[config.mk]
export PLATFORM = sky130hd
export DESIGN_NAME = btn_cond
export DESIGN_NICKNAME = d
export VERILOG_FILES = /design/src/rtl/btn_cond_pkg.sv /design/src/rtl/btn_debounce.sv /design/src/rtl/btn_cond.sv
export SDC_FILE = /design/constraint.sdc
export NUM_CORES = 1
export LEC_CHECK = 0
export ABC_AREA = 1
export CORE_ASPECT_RATIO = 1.25
export CORE_MARGIN = 5
export CORE_UTILIZATION = 50
export DETAILED_ROUTE_END_ITERATION = 12
export GPL_TIMING_DRIVEN = 0
export PLACE_DENSITY = 0.77
export SETUP_SLACK_MARGIN = 0.5
export SLEW_MARGIN = 20
export SYNTH_ARGS = -nofsm -noshare
export SYNTH_HDL_FRONTEND = slang
export SYNTH_HIERARCHICAL = 1
export SYNTH_SLANG_ARGS = --single-unit
[constraint.sdc]
create_clock -name clk -period 2.35 [get_ports clk]
set_input_delay 0.47 -clock clk [delete_from_list [all_inputs] [get_ports clk]]
set_output_delay 0.47 -clock clk [all_outputs]
set_load 0.03 [all_outputs]
[src/rtl/btn_cond_pkg.sv]
// btn_cond_pkg: shared FSM state type and default 100 MHz cycle counts for btn_cond.
package btn_cond_pkg;
    typedef enum logic [1:0] {IDLE, HOLD, REPEAT} btn_state_t;
    localparam int DEF_DEB_CYCLES = 1_000_000;
    localparam int DEF_RPT_DELAY  = 50_000_000;
    localparam int DEF_RPT_PERIOD = 20_000_000;
endpackage

[src/rtl/btn_debounce.sv]
// btn_debounce: two-flop synchronizer plus stable-count debouncer producing the clean level.
module btn_debounce import btn_cond_pkg::*; #(
    parameter int DEB_CYCLES = DEF_DEB_CYCLES
) (
    input  logic clk,
    input  logic rst,
    input  logic btn,
    output logic level
);
    localparam int CW = $clog2(DEB_CYCLES + 1);
    logic s1, s2;
    logic [CW-1:0] cnt;
    always_ff @(posedge clk) begin
        if (rst) begin
            s1    <= 1'b0;
            s2    <= 1'b0;
            level <= 1'b0;
            cnt   <= '0;
        end else begin
            s1 <= btn;
            s2 <= s1;
            if (s2 != level) begin
                if (cnt == CW'(DEB_CYCLES - 1)) begin
                    level <= s2;
                    cnt   <= '0;
                end else begin
                    cnt <= cnt + 1'b1;
                end
            end else begin
                cnt <= '0;
            end
        end
    end
endmodule

[src/rtl/btn_cond.sv]
// btn_cond: debounced button level plus one-cycle advance pulses.
// Define BTN_COND_REPEAT_EN for hold-to-repeat; otherwise one pulse per press.
module btn_cond import btn_cond_pkg::*; #(
    parameter int DEB_CYCLES = DEF_DEB_CYCLES,
    parameter int RPT_DELAY  = DEF_RPT_DELAY,
    parameter int RPT_PERIOD = DEF_RPT_PERIOD
) (
    input  logic clk,
    input  logic rst,
    input  logic btn,
    output logic level,
    output logic pulse
);
    if (DEB_CYCLES < 1 || RPT_DELAY < 2 || RPT_PERIOD < 2) begin : g_bad_cfg
        $error("btn_cond: DEB_CYCLES must be >=1, RPT_DELAY/RPT_PERIOD >=2");
    end

    btn_debounce #(.DEB_CYCLES(DEB_CYCLES)) u_deb (
        .clk  (clk),
        .rst  (rst),
        .btn  (btn),
        .level(level)
    );

    btn_state_t state, state_nx;
    logic pulse_nx;

    always_ff @(posedge clk) begin
        if (rst) begin
            state <= IDLE;
            pulse <= 1'b0;
        end else begin
            state <= state_nx;
            pulse <= pulse_nx;
        end
    end

`ifdef BTN_COND_REPEAT_EN
    localparam int TMAX = (RPT_DELAY > RPT_PERIOD) ? RPT_DELAY : RPT_PERIOD;
    localparam int TW   = $clog2(TMAX + 1);
    logic [TW-1:0] tmr, tmr_nx;
    logic due;

    always_ff @(posedge clk) begin
        if (rst) tmr <= '0;
        else     tmr <= tmr_nx;
    end

    // tmr counts cycles since the last pulse; due fires on the cycle the next one is owed
    assign due = (state == HOLD)   ? (tmr == TW'(RPT_DELAY - 1)) :
                 (state == REPEAT) ? (tmr == TW'(RPT_PERIOD - 1)) : 1'b0;

    always_comb begin
        state_nx = state;
        pulse_nx = 1'b0;
        tmr_nx   = tmr;
        if (state == IDLE) begin
            if (level) begin
                state_nx = HOLD;
                pulse_nx = 1'b1;
                tmr_nx   = '0;
            end
        end else if (!level) begin
            state_nx = IDLE;
            tmr_nx   = '0;
        end else if (due) begin
            state_nx = REPEAT;
            pulse_nx = 1'b1;
            tmr_nx   = '0;
        end else if (tmr != TW'(TMAX)) begin
            tmr_nx = tmr + 1'b1;
        end
    end
`else
    always_comb begin
        state_nx = state;
        pulse_nx = 1'b0;
        if (state == IDLE && level) begin
            state_nx = HOLD;
            pulse_nx = 1'b1;
        end else if (state != IDLE && !level) begin
            state_nx = IDLE;
        end
    end
`endif
endmodule

==> results.toml <==
[run_status]
outcome = "complete, no violations"

[synthesis]
synthMuxAreaShare = 0
synth-adder-area-share = 0.0198
synth-simple-area-share = 0.403
synth-seq-cells = 25
syn_area_sq_um = 1260
synthDistinctLibCells = 23
ys_warn_count = 6
syn-instance-count = 181
synth-compound-area-share = 0.0376
synth_xor_area_frac = 0.0693
syn-num-nets = 186
synth.avg_cell_area_sq_um = 6.98
synth_top_family_by_area = "simple AND/OR/NAND/NOR gates"
ys_seq_area_frac = 0.396

[die]
core_sq_um = 2430
die_x_um = 55.0
die_h_um = 66.2
dieArea_sq_um = 3640
fp-row-count = 20
ios = 5
start_util = 0.521

[setup_path]
path_cells = "clkdlybuf4s50_1"
cp_slowest_stage_delay_ns = 0.66
slowest_stage = "clkdlybuf4s50_1"
cp_num_buf_inv = 1
crit_type = "reg -> out"
crit_arrival_ns = 1.30
start_kind = "register"
critPathCaptureType = "primary output"
path_max_fanout = 1
cp_top_family = "buffers and inverters"
required_ns = 1.88

[finish]
layout-drive-gt1-share = 0.116
stdcell_count = 222
multiInputGateArea_sq_um = 669
final_common_cell = "nor2_1"
ff_latch_area_sq_um = 500
finalInstanceArea_sq_um = 1370
area_delta_synth_final_pct = 8.52
final_nets = 195
diodes = 0
final_cell_mix = "nor2_1, nand2_1, dfxtp_1, inv_1, nand3_1"
fill_cells = 256

[routing]
dr.pass1.iters = 4
drc = 0
ant_nets = 0
viasPerCell = 5.11
drt_iter0_markers = 42
wl_mm = 2.53
vias = 1134
post_drt_wl_per_cell_um = 11.4

[clock_tree]
cts_tree = "done"
cts_num_sinks = 25
numCtsBuffers = 3
cts_htree_levels = 1
clk_path_buf_depth = 2
path_clk_slew_ns = 0.13
cts_root_buf = "clkbuf_4"
worstSkewPairLatency_ns = 0.31

[place]
dpl.hpwl_mm = 1.93
placedInstanceArea_sq_um = 1350
port_buffers = 4
place_inst = 218
place.gp.congestion = 0.866

[run]
maxCapViolCount = 0

[sta]
min_period_ns = 1.77
slew_violations = 0
setup_total_negative_slack_ns = 0
skew_ns = 0.00765
fin_crit_sh = 0.752
hold_viol_final = 0
worst_pin_slew_ns = 0.305
slew_headroom = 0.796
clock.fmax_ghz = 0.566
hold_slack_ns = 0.414
rsz0062_at_grt = "false"
setup_violations = 0

[power_and_ir_drop]
p_total_mw = 0.633
power_density_nw_per_um2 = 462
power_leakage_nw = 0.452
irDropWorstVdd_mv = 0.381

[global_routing]
grt_pass1_wl_mm = 4.50
grt_pass1_vias = 1093
grt_max_degree = 15
grt_overflow = 0
grtUsageTotal = 0.167
antenna_found_initial = 0

[hold_path]
hold_class = "reg -> reg"
## flip-flops by register name, indices dropped and copies added, names as in the netlist
| name | cells |
|---|---|
| state | 1 |
| pulse | 1 |
| u_deb/s1 | 1 |
| u_deb/s2 | 1 |
| u_deb/cnt | 20 |
| u_deb/level | 1 |
## cell usage after synthesis
| cell type | instances | share of area |
|---|---|---|
| nand2_2 | 3 | 0.015 |
| or2_0 | 1 | 0.0050 |
| nor2_1 | 43 | 0.13 |
| xor2_1 | 5 | 0.035 |
| nand4_1 | 4 | 0.020 |
| nand3_1 | 14 | 0.055 |
| clkinv_1 | 2 | 0.0059 |
| buf_6 | 1 | 0.0089 |
| nor2_2 | 7 | 0.035 |
| ha_1 | 2 | 0.020 |
| nand3b_1 | 1 | 0.0059 |
| o21ai_0 | 1 | 0.0040 |
| nand3_2 | 3 | 0.024 |
| inv_2 | 2 | 0.0059 |
| nor3_1 | 1 | 0.0040 |
| or2_2 | 1 | 0.0050 |
| a21oi_1 | 7 | 0.028 |
| o21bai_1 | 1 | 0.0059 |
| nand2_1 | 33 | 0.098 |
| dfxtp_1 | 25 | 0.40 |
| xnor2_1 | 5 | 0.035 |
| nand2_4 | 1 | 0.0089 |
| inv_1 | 18 | 0.053 |
## through the flow
step	worst slack, ns	utilization
finish	0.582	0.565
CTS	0.559	0.565
global placement	0.643	0.554
global route	0.525	0.565
floorplan	1.04	-
detailed placement	0.599	0.554
## where the power goes
group          internal [mW]  leakage (nW)  switching, mW  total [mW]
Combinational        0.00660         0.233        0.00782      0.0144
Clock                 0.0636        0.0177          0.128       0.192
Sequential             0.426         0.202        0.00113       0.427
## area by class of cell
type / instances / share of cell area
buffer: 1 / 0.00821
sequential: 25 / 0.365
clock buffer: 3 / 0.0164
inverter: 22 / 0.0602
multi-input combinational: 133 / 0.488
clock inverter: 1 / 0.00365
tap: 33 / 0.0301
timing repair buffer: 4 / 0.0283
## worst register-to-register path: cells and delay by family, from the launching register on
| family | cells | cell delay [ns] |
|---|---|---|
| fa+ha+maj | 1 | 0.21 |
| buf+inv | 1 | 0.16 |
| flops | 1 | 0.40 |
| simple gates | 5 | 0.66 |
## path summary, 6_finish.rpt
kind | to | slack [ns] | from | cells after the start
max | pulse | 0.58 | pulse | 1
max reg2reg | u_deb/cnt[12] | 0.84 | u_deb/cnt[0] | 7
min | u_deb/s2 | 0.41 | u_deb/s1 | 2
min reg2reg | u_deb/s2 | 0.41 | u_deb/s1 | 2
## metal layers
layer  wire (um)  vias to the layer above  global-route usage
met3         116                        6              0.0203
met2        1290                       39               0.296
met5           0                        -                   0
li1            -                      579                   -
met1        1090                      510               0.195
met4          39                        0              0.0638
## logic make-up after synthesis
group           after synthesis
xor+xnor                     10
flops                        25
compound gates                9
simple gates                112
fa+ha+maj                     2
buf+inv                      23
## what timing repair did
action / 4_1_cts / 5_1_grt
resized for setup: 1 / 0
setup endpoints to repair: 1 / 0
setup buffers: 0 / 0
hold buffers: 0 / 0
Power figures use the tool's default switching activity.
